### config.mk
export PLATFORM = sky130hd
export DESIGN_NAME = exposure_timer
export DESIGN_NICKNAME = d
export VERILOG_FILES = /design/src/rtl/exposure_pkg.sv /design/src/rtl/edge_detect.sv /design/src/rtl/exposure_timer.sv
export SDC_FILE = /design/constraint.sdc
export NUM_CORES = 1
export LEC_CHECK = 0
export BUFFER_PORTS_ARGS = -buffer_cell sky130_fd_sc_hd__buf_2
export CAP_MARGIN = 5
export CORE_ASPECT_RATIO = 0.8
export CORE_MARGIN = 5
export CORE_UTILIZATION = 30
export DETAILED_ROUTE_END_ITERATION = 10
export PLACE_DENSITY = 0.51
export SYNTH_ARGS = -nofsm -noshare
export SYNTH_HDL_FRONTEND = slang
export SYNTH_HIERARCHICAL = 1
export SYNTH_SLANG_ARGS = --single-unit
### constraint.sdc
create_clock -name Clk -period 2.7 [get_ports Clk]
set_input_delay 0.81 -clock Clk [delete_from_list [all_inputs] [get_ports Clk]]
set_output_delay 0.81 -clock Clk [all_outputs]
set_load 0.005 [all_outputs]
### src/rtl/exposure_pkg.sv
// Shared constants for the exposure timer: default parameter values,
// Exp_time width and the controller state encoding.
package exposure_pkg;

  localparam int EXP_MIN_DEF   = 2;
  localparam int EXP_MAX_DEF   = 30;
  localparam int EXP_RESET_DEF = 10;
  localparam int PRESCALE_DEF  = 4;

  localparam int EXP_W = 5;

  typedef logic [1:0] state_t;

  localparam state_t ST_IDLE = 2'd0;
  localparam state_t ST_RUN  = 2'd1;
  localparam state_t ST_DONE = 2'd2;

endpackage

### src/rtl/edge_detect.sv
// Synchronous rising-edge detector.
// Ports:
//   Clk    - clock, rising edge
//   Reset  - asynchronous active-high reset
//   sig_i  - level input
//   rise_o - high for the cycle in which sig_i is high and was low last cycle
// The registered copy resets to 1 so an input already high when reset is
// released does not produce a spurious edge.
module edge_detect (
  input  logic Clk,
  input  logic Reset,
  input  logic sig_i,
  output logic rise_o
);

  logic sig_q;

  always_ff @(posedge Clk or posedge Reset) begin
    if (Reset) sig_q <= 1'b1;
    else       sig_q <= sig_i;
  end

  assign rise_o = sig_i & ~sig_q;

endmodule

### src/rtl/exposure_timer.sv
// Exposure timer: holds a user-adjustable exposure setting (Exp_time, in
// units of PRESCALE clocks) and times one exposure per Start rising edge.
// Ports:
//   Clk          - clock, all state on rising edge
//   Reset        - asynchronous active-high reset
//   Start        - exposure request, acts on rising edge (IDLE only)
//   Exp_increase - button, rising edge increments setting (IDLE only)
//   Exp_decrease - button, rising edge decrements setting (IDLE only)
//   Ovf5         - one-cycle pulse when the exposure ends
//   Busy         - high while an exposure is being timed
//   Exp_time     - current exposure setting
module exposure_timer
  import exposure_pkg::*;
#(
  parameter int EXP_MIN   = EXP_MIN_DEF,
  parameter int EXP_MAX   = EXP_MAX_DEF,
  parameter int EXP_RESET = EXP_RESET_DEF,
  parameter int PRESCALE  = PRESCALE_DEF
) (
  input  logic             Clk,
  input  logic             Reset,
  input  logic             Start,
  input  logic             Exp_increase,
  input  logic             Exp_decrease,
  output logic             Ovf5,
  output logic             Busy,
  output logic [EXP_W-1:0] Exp_time
);

  localparam int PW = (PRESCALE > 1) ? $clog2(PRESCALE) : 1;

  localparam logic [EXP_W-1:0] MIN_V  = EXP_W'(EXP_MIN);
  localparam logic [EXP_W-1:0] MAX_V  = EXP_W'(EXP_MAX);
  localparam logic [EXP_W-1:0] RST_V  = EXP_W'(EXP_RESET);
  localparam logic [PW-1:0]    PRE_TOP = PW'(PRESCALE - 1);

  logic start_rise, inc_rise, dec_rise;

  edge_detect u_start_ed (.Clk(Clk), .Reset(Reset), .sig_i(Start),        .rise_o(start_rise));
  edge_detect u_inc_ed   (.Clk(Clk), .Reset(Reset), .sig_i(Exp_increase), .rise_o(inc_rise));
  edge_detect u_dec_ed   (.Clk(Clk), .Reset(Reset), .sig_i(Exp_decrease), .rise_o(dec_rise));

  state_t           state_q, state_d;
  logic [EXP_W-1:0] exp_q,   exp_d;
  logic [EXP_W-1:0] cnt_q,   cnt_d;
  logic [PW-1:0]    pre_q,   pre_d;
  logic             busy_q,  busy_d;
  logic             ovf_q,   ovf_d;

  always_comb begin
    state_d = state_q;
    exp_d   = exp_q;
    cnt_d   = cnt_q;
    pre_d   = pre_q;
    unique case (state_q)
      ST_IDLE: begin
        // Counter loads the setting as it stood before any same-cycle button edge.
        if (start_rise) begin
          cnt_d   = exp_q;
          pre_d   = '0;
          state_d = ST_RUN;
        end
        if (inc_rise && !dec_rise && (exp_q < MAX_V)) begin
          exp_d = exp_q + EXP_W'(1);
        end else if (dec_rise && !inc_rise && (exp_q > MIN_V)) begin
          exp_d = exp_q - EXP_W'(1);
        end
      end
      ST_RUN: begin
        if (pre_q == PRE_TOP) begin
          pre_d = '0;
          cnt_d = cnt_q - EXP_W'(1);
          if (cnt_q == EXP_W'(1)) state_d = ST_DONE;
        end else begin
          pre_d = pre_q + PW'(1);
        end
      end
      ST_DONE: state_d = ST_IDLE;
      default: state_d = ST_IDLE;
    endcase
    // Outputs are registered from the next state so they change on the same
    // edge as the state itself.
    busy_d = (state_d == ST_RUN);
    ovf_d  = (state_d == ST_DONE);
  end

  always_ff @(posedge Clk or posedge Reset) begin
    if (Reset) begin
      state_q <= ST_IDLE;
      exp_q   <= RST_V;
      cnt_q   <= '0;
      pre_q   <= '0;
      busy_q  <= 1'b0;
      ovf_q   <= 1'b0;
    end else begin
      state_q <= state_d;
      exp_q   <= exp_d;
      cnt_q   <= cnt_d;
      pre_q   <= pre_d;
      busy_q  <= busy_d;
      ovf_q   <= ovf_d;
    end
  end

  assign Busy     = busy_q;
  assign Ovf5     = ovf_q;
  assign Exp_time = exp_q;

endmodule

==> flow_summary.yaml, run 1 <==
cts:
  clk_pin_slew_ns: 0.07
  cts_buffers: 3
  cts_root_buf: "clkbuf_8"
  clkLatencyLatePin_ns: 0.25
  clock_path_buffers: 2
  cts_setup_buffers: 0
  postCtsResizedCells: 0
  cts_tree: "built"
  clock-sinks: 19
  htreeDepth: 1
  cts_hold_buf: 0
place:
  placed_cells: 148
  place_hpwl_mm: 1.51
  port_buffers: 11
  dpl-instance-area_sq_um: 1160
  gp_congestion: 0.846
setup_path:
  critPathKind: "in -> reg"
  path_cells: "buf_2, nor2b_4, nand3b_1, fa_1, a21o_1, a21oi_1, mux2_4, mux2i_1"
  r2r_start: "u_dec_ed/sig_q"
  critPathArrivalTime_ns: 2.62
  path_max_fanout: 4
  end_kind: "flip-flop"
  required_ns: 2.88
  r2r_end: "Exp_time[4]"
  critPathTopFamily: "adder cells"
  cpPeakStageDelay_ns: 0.46
  r2r_setup_slack_ns: 0.45
  critPathSlowestCell: "fa_1"
  ff2ff_path_depth: 7
  start_kind: "input port"
  cp_num_buf_inv: 1
routing:
  drt_iter0_drc: 33
  dr.pass1.iters: 4
  wirelength_mm: 1.97
  vias: 733
  drt-vias-per-instance: 4.82
  wl_per_cell_um: 12.9
  ant_nets: 0
  drcViolationCount: 0
die:
  start_util_pct: 30.9
  die_w_um: 76.4
  die_y_um: 63.1
  ios: 12
  rows: 19
  core_sq_um: 3420
  die-area_sq_um: 4820
finish:
  final_nets: 123
  final_layout_size_suffix_gt1_share_pct: 29.1
  final_common_cell: "dfrtp_1"
  diodes: 0
  final_cell_count_no_fill: 152
  fin_area_sq_um: 1200
  final_cell_mix: "dfrtp_1, buf_2"
  areaGrowthSynthToFinish_pct: 13.7
power:
  p_sw_share_pct: 37.9
  power.density_nw_per_um2: 1070
  comb_power_share_pct: 42.6
  power_switching_uw: 489
  sequentialPowerShare_pct: 42.3
  power.leakage_uw: 0.000554
  ir_drop_v: 0.000476
  clkPwrFrac_pct: 15.1
  p_int_uw: 802
global_route:
  grt_use_met2_pct: 12.0
  grt_use_total_pct: 8.93
  grt_pass1_vias: 725
  grt-busiest-layer: "met1"
  global_route.usage.met3_pct: 3.56
  met1_usage_pct: 12.7
  grt_max_degree: 17
  overflow: 0
  grt_pass1_wl_mm: 3.44
  antenna_found_initial: 0
yosys:
  synthTopCellsByArea: "dfrtp_1, dfstp_2, ha_1"
  synth_top_family_by_area: "simple AND/OR/NAND/NOR gates"
  syn_area_sq_um: 1060
  synth_seq_cells: 19
  synthMuxAreaShare_pct: 8.51
  async_flop_share_pct: 100
  syn_nets: 108
  synth_fa_ha_area_share_pct: 8.98
  synth_top_cell_by_area: "dfrtp_1"
  synth-seq-area-share_pct: 45.5
  synth_ff_type: "dfrtp_1"
  synth_warnings: 6
  avgSynthCellArea_sq_um: 11.0
  synth-edff-count: 0
  synth_xor_area_share_pct: 2.48
  syn_inst: 96
  synth_compound_area_share_pct: 12.4
  yosys.area_share.simple_pct: 18.6
  yosysTopAreaCellShare_pct: 33.1
  yosysUniqueCellTypes: 39
sta:
  clock_skew_ns: 0.00148
  fin_tns_setup_ns: 0
  rsz0062_at_grt: "false"
  maxSlewViolCount: 0
  worst_pin_slew_ns: 0.735
  hold_viol_final: 0
  fin_crit_ns: 2.44
  fin_crit_sh_pct: 90.4
  fmax_ghz: 0.410
  slew_headroom_pct: 50.9
  setup_viol: 0
worst_hold_path:
  holdPathEnd: "pre_q[0]"
  hold_path_depth: 1
  hp-class: "reg -> reg"
  min-delay-start: "pre_q[0]"
job:
  maxCapViolCount: 0
outcome:
  outcome: "completed"
## logic make-up (layout without fill, tap and decap cells)
logic type      count (synthesis)  in the layout
flops                          19             19
simple gates                   31             31
xor+xnor                        3              3
fa+ha+maj                       7              7
mux                             8              8
compound gates                 20             20
buf+inv                         8             22
## worst reg2reg max path: stages, from the launching register on
cell      delay, ns
dfstp_2        0.55
nor2b_4        0.04
nand3b_1       0.25
fa_1           0.46
a21o_1         0.17
a21oi_1        0.27
mux2_4         0.33
mux2i_1        0.11
## layer usage
layer	routed length, um	vias to the layer above	part of all wire, %
li1	-	363	-
met1	1020	352	52
met2	826	14	42
met3	88	4	4.5
met4	32	0	1.6
met5	0	-	0
## synth_stat cells (all sizes together) (2+ instances only)
cell,number
dfstp,5
mux2i,3
a21o,2
nand2b,3
a21oi,6
nor2b,4
mux2,5
or2,2
xor2,2
nor3,3
dfrtp,14
o21ai,3
ha,6
nand3,2
nor2,6
nand2,6
inv,6
## layout make-up
cell class | count | area, sq um
Multi-Input combinational cell | 69 | 539
Sequential cell | 19 | 482
Timing Repair Buffer | 12 | 62.6
Inverter | 6 | 22.5
Fill cell | 362 | 2220
Clock buffer | 4 | 45.0
Tap cell | 42 | 52.6
## state kept, by name, indices dropped and copies added, names as in the netlist
name	count
Ovf5	1
cnt_q	5
u_inc_ed/sig_q	1
u_dec_ed/sig_q	1
Busy	1
pre_q	2
u_start_ed/sig_q	1
Exp_time	5
state_q	2
## worst max-delay path by stage
stage,slack (ns),to,cells past startpoint,from
floorplan,0.24,Exp_time[4],7,Exp_decrease
global placement,0.07,Exp_time[4],8,Exp_decrease
detailed placement,-0.007,Exp_time[4],8,Exp_decrease
CTS,0.25,Exp_time[4],8,Exp_decrease
global route,0.12,Exp_time[4],8,Exp_decrease
finish,0.26,Exp_time[4],8,Exp_decrease
## power by group through the flow
stage          Sequential, uW  Combinational, uW  Clock, uW
2_1_floorplan             509                418          0
3_3_place_gp              546                540          0
3_5_place_dp              548                555          0
4_1_cts                   545                557        203
5_1_grt                   560                635        214
6_report                  546                550        195
## metrics by stage
stage | util, % | hold slack (ns) | total power [uW] | setup WS [ns]
after floorplan | - | 0.459 | 927 | 0.244
after global placement | 33.8 | 0.484 | 1090 | 0.0691
after detailed placement | 33.8 | 0.483 | 1100 | -0.00744
after CTS | 35.2 | 0.492 | 1300 | 0.253
after global routing | 35.2 | 0.499 | 1410 | 0.119
final | 35.2 | 0.491 | 1290 | 0.260
(Power assumes the default switching activity.)
==> inputs of run 2 (changes only) <==
--- a/config.mk
+++ b/config.mk
@@ -9,9 +9,9 @@
 export CAP_MARGIN = 5
 export CORE_ASPECT_RATIO = 0.8
 export CORE_MARGIN = 5
-export CORE_UTILIZATION = 30
+export CORE_UTILIZATION = 45
 export DETAILED_ROUTE_END_ITERATION = 10
-export PLACE_DENSITY = 0.51
+export PLACE_DENSITY = 0.68
 export SYNTH_ARGS = -nofsm -noshare
 export SYNTH_HDL_FRONTEND = slang
 export SYNTH_HIERARCHICAL = 1
==> run 2 against run 1 <==
Against the previous run: critical path depth did not move; hold slack improved by 0.0018 ns; fmax rose by 3.1%; cell count fell by 11%; clock power fell by 22%; clock-buffer cell count fell by 1; setup slack improved by 0.074 ns; sequential cell count did not move; largest power group unchanged; register-to-register slack barely moved; sequential power fell by 2%; via count rose by 1.9%.
==> flow_summary.yaml, run 2 (synthesized netlist as in run 1, its figures left out) <==
cts:
  cts_buffers: 3
  clock-sinks: 19
  cts_hold_buf: 0
  clkLatencyLatePin_ns: 0.31
  htreeDepth: 1
  postCtsResizedCells: 0
  clock_path_buffers: 2
  cts_tree: "built"
  clk_pin_slew_ns: 0.12
  cts_setup_buffers: 0
  cts_root_buf: "clkbuf_4"
place:
  place_hpwl_mm: 1.54
  gp_congestion: 0.857
  dpl-instance-area_sq_um: 1140
  port_buffers: 11
finish:
  diodes: 0
  final_common_cell: "dfrtp_1"
  areaGrowthSynthToFinish_pct: 10.0
  final_nets: 123
  fin_area_sq_um: 1160
  final_layout_size_suffix_gt1_share_pct: 30.0
  final_cell_mix: "dfrtp_1, buf_2"
sta:
  setup_viol: 0
  rsz0062_at_grt: "false"
  hold_viol_final: 0
  fmax_ghz: 0.423
  clock_skew_ns: 0.0130
  hold-worst-slack_ns: 0.493
  fin_crit_sh_pct: 87.6
  slew_headroom_pct: 50.3
  worst_pin_slew_ns: 0.744
  fin_crit_ns: 2.37
  maxSlewViolCount: 0
  fin_tns_setup_ns: 0
routing:
  wl_per_cell_um: 15.2
  drt-vias-per-instance: 5.53
  drcViolationCount: 0
  dr.pass1.iters: 4
  ant_nets: 0
  wirelength_mm: 2.06
  drt_iter0_drc: 16
  vias: 747
die:
  die-area_sq_um: 3430
  die_y_um: 53.4
  start_util_pct: 48.2
  core_sq_um: 2200
  rows: 15
  die_w_um: 64.2
  ios: 12
global_route:
  grt_max_degree: 17
  antenna_found_initial: 0
  grt-busiest-layer: "met2"
  grt_use_met2_pct: 22.6
  overflow: 0
  global_route.usage.met3_pct: 4.46
  grt_use_total_pct: 14.4
  met1_usage_pct: 18.6
  grt_pass1_wl_mm: 3.67
  grt_pass1_vias: 777
outcome:
  outcome: "completed"
setup_path:
  path_max_fanout: 4
  start_kind: "input port"
  required_ns: 2.93
  cpPeakStageDelay_ns: 0.46
  path_cells: "buf_2, nor2b_4, nand3b_1, fa_1, a21o_1, a21oi_1, mux2_4, mux2i_1"
  critPathSlowestCell: "fa_1"
  end_kind: "flip-flop"
  critPathKind: "in -> reg"
  critPathArrivalTime_ns: 2.60
power:
  ir_drop_v: 0.000601
  power.leakage_uw: 0.000549
  power.density_nw_per_um2: 1070
job:
  maxCapViolCount: 0
worst_hold_path:
  hp-class: "in -> async"
[run 2: final cells by class]
type	count	area, sq um
repair buffers	12	62.6
inverters	6	22.5
fillers	206	1030
clock inverters	1	5.00
clock buffers	3	22.5
well taps	25	31.3
multi-input cells	69	539
flip-flops and latches	19	482
[run 2: final timing paths]
path,start,to,slack (ns),depth (start not counted)
max reg2reg,u_dec_ed/sig_q,Exp_time[4],0.44,7
min reg2reg,pre_q[0],pre_q[0],0.52,1
max in group asynchronous,Reset,cnt_q[3],1.72,2
min,Reset,u_dec_ed/sig_q,0.49,2
min in group Clk,pre_q[0],pre_q[0],0.52,1
max,Exp_decrease,Exp_time[4],0.33,8
[run 2: worst max-delay path: cells and delay by family]
kind            cells  cell delay (ns)
fa+ha+maj           1             0.46
mux                 2             0.45
compound gates      2             0.42
simple gates        2             0.37
buf+inv             1             0.10
[run 2: power breakdown]
part / internal (uW) / switching [uW]
sequential: 404 / 134
clock: 55.4 / 97.7
combinational: 291 / 267
total: 750 / 498
[run 2: per-layer routing]
metal,vias to the layer above,wire length [um]
met4,0,29
met1,371,1020
met2,9,955
met5,-,0
met3,4,54
li1,363,-
[run 2: per-stage QoR]
stage               power (uW)  util (%)  std cells  setup slack (ns)
floorplan                  927         -         96             0.244
global placement          1070      51.8        131            0.0818
detailed placement        1100      51.8        131            0.0189
CTS                       1250      53.0        135             0.333
global route              1370      53.0        135             0.275
finish                    1250      53.0        135             0.334
==> inputs of run 3 (changes only) <==
--- a/config.mk
+++ b/config.mk
@@ -9,9 +9,9 @@
 export CAP_MARGIN = 5
 export CORE_ASPECT_RATIO = 0.8
 export CORE_MARGIN = 5
-export CORE_UTILIZATION = 45
+export CORE_UTILIZATION = 56
 export DETAILED_ROUTE_END_ITERATION = 10
-export PLACE_DENSITY = 0.68
+export PLACE_DENSITY = 0.81
 export SYNTH_ARGS = -nofsm -noshare
 export SYNTH_HDL_FRONTEND = slang
 export SYNTH_HIERARCHICAL = 1
==> run 3 against run 2 <==
Against the previous run: clock skew shrank 0.011 ns; fmax shrank 0.63%; largest cell class unchanged; utilization grew 10 points.
==> flow_summary.yaml, run 3 (synthesized netlist as in run 1, its figures left out) <==
sta:
  fin_tns_setup_ns: 0
  fmax_ghz: 0.420
  fin_crit_sh_pct: 88.2
  maxSlewViolCount: 0
  slew_headroom_pct: 52.0
  fin_crit_ns: 2.38
  clock_skew_ns: 0.00213
  hold_viol_final: 0
  setup_viol: 0
  worst_pin_slew_ns: 0.719
  postLayoutSetupSlackWorst_ns: 0.319
  rsz0062_at_grt: "false"
routing:
  wl_per_cell_um: 14.0
  drt-vias-per-instance: 5.50
  wirelength_mm: 1.88
  vias: 737
  drcViolationCount: 0
  ant_nets: 0
  drt_iter0_drc: 16
  dr.pass1.iters: 4
cts:
  htreeDepth: 1
  clkLatencyLatePin_ns: 0.30
  postCtsResizedCells: 0
  clock_path_buffers: 2
  cts_tree: "built"
  clk_pin_slew_ns: 0.11
  cts_setup_buffers: 0
  cts_root_buf: "clkbuf_4"
  cts_buffers: 3
  clock-sinks: 19
  cts_hold_buf: 0
power:
  power.leakage_uw: 0.000549
  ir_drop_v: 0.000557
  power.density_nw_per_um2: 1060
global_route:
  overflow: 0
  grt_use_total_pct: 15.8
  antenna_found_initial: 0
  grt_pass1_vias: 748
  grt_max_degree: 17
  grt_pass1_wl_mm: 3.37
die:
  core_sq_um: 1840
  die_w_um: 58.6
  start_util_pct: 57.6
  die_y_um: 48.9
  die-area_sq_um: 2870
  rows: 14
  ios: 12
finish:
  diodes: 0
  final_common_cell: "dfrtp_1"
  final_layout_size_suffix_gt1_share_pct: 30.0
  final_nets: 123
  multi_input_area_sq_um: 539
  fillers: 157
  areaGrowthSynthToFinish_pct: 9.93
  final_cell_mix: "dfrtp_1, buf_2"
  regArea_sq_um: 482
  final_cell_count_no_fill: 134
setup_path:
  required_ns: 2.94
  critPathSlowestCell: "fa_1"
  critPathTopFamily: "adder cells"
  path_max_fanout: 4
  start_kind: "input port"
  path_cells: "buf_2, nor2b_4, nand3b_1, fa_1, a21o_1, a21oi_1, mux2_4, mux2i_1"
  cp_num_buf_inv: 1
  critPathArrivalTime_ns: 2.62
  cpPeakStageDelay_ns: 0.45
  end_kind: "flip-flop"
  critPathKind: "in -> reg"
place:
  place_ws_ns: 0.00962
  place_hpwl_mm: 1.40
  port_buffers: 11
  gp_congestion: 0.789
  placed_cells: 130
worst_hold_path:
  hp-class: "in -> async"
job:
  maxCapViolCount: 0
outcome:
  outcome: "completed"
[run 3: cell counts in the layout (fill, tap and decap cells not counted)]
No cell type changed its count.
[run 3: where the power goes]
group          switching [uW]  internal, uW  leakage [uW]
registers                 135           404      0.000217
logic                     255           289      0.000314
clock network            93.8          55.3     0.0000177
[run 3: worst register-to-register path, stage by stage, from the launching register on]
cell and delay (ns):
dfstp_2 0.57, nor2b_4 0.04, nand3b_1 0.25, fa_1 0.46
a21o_1 0.17, a21oi_1 0.27, mux2_4 0.33, mux2i_1 0.11
[run 3: path summary, 6_finish.rpt]
path | from | slack (ns) | end | cells past startpoint
min in group Clk | pre_q[0] | 0.50 | pre_q[0] | 1
hold reg to reg | pre_q[0] | 0.50 | pre_q[0] | 1
setup reg to reg | u_dec_ed/sig_q | 0.44 | Exp_time[4] | 7
setup / recovery | Exp_decrease | 0.32 | Exp_time[4] | 8
max in group asynchronous | Reset | 1.73 | cnt_q[3] | 2
hold / removal | Reset | 0.50 | u_dec_ed/sig_q | 2
[run 3: routing by layer]
metal  track usage, %  vias to the layer above  share of wire [%]
li1                 -                      372                  -
met1             21.0                      352                 51
met2             22.3                        9                 42
met3             5.82                        4                4.7
met4             7.92                        0                2.0
met5                0                        -                  0
[run 3: area by class of cell]
class | instances | area share [%]
clock inverters | 1 | 0.430
clock buffers | 3 | 1.94
multi-input cells | 69 | 46.3
well taps | 24 | 2.58
inverters | 6 | 1.94
flip-flops and latches | 19 | 41.4
repair buffers | 12 | 5.38
[run 3: metrics by stage]
step	cell area (sq um)	total power, uW	hold WS [ns]	utilization (%)
finish	1160	1230	0.500	63.3
global route	1160	1350	0.474	63.3
CTS	1160	1250	0.488	63.3
detailed placement	1140	1090	0.486	61.8
global placement	1140	1070	0.483	61.8
floorplan	1060	927	0.459	-
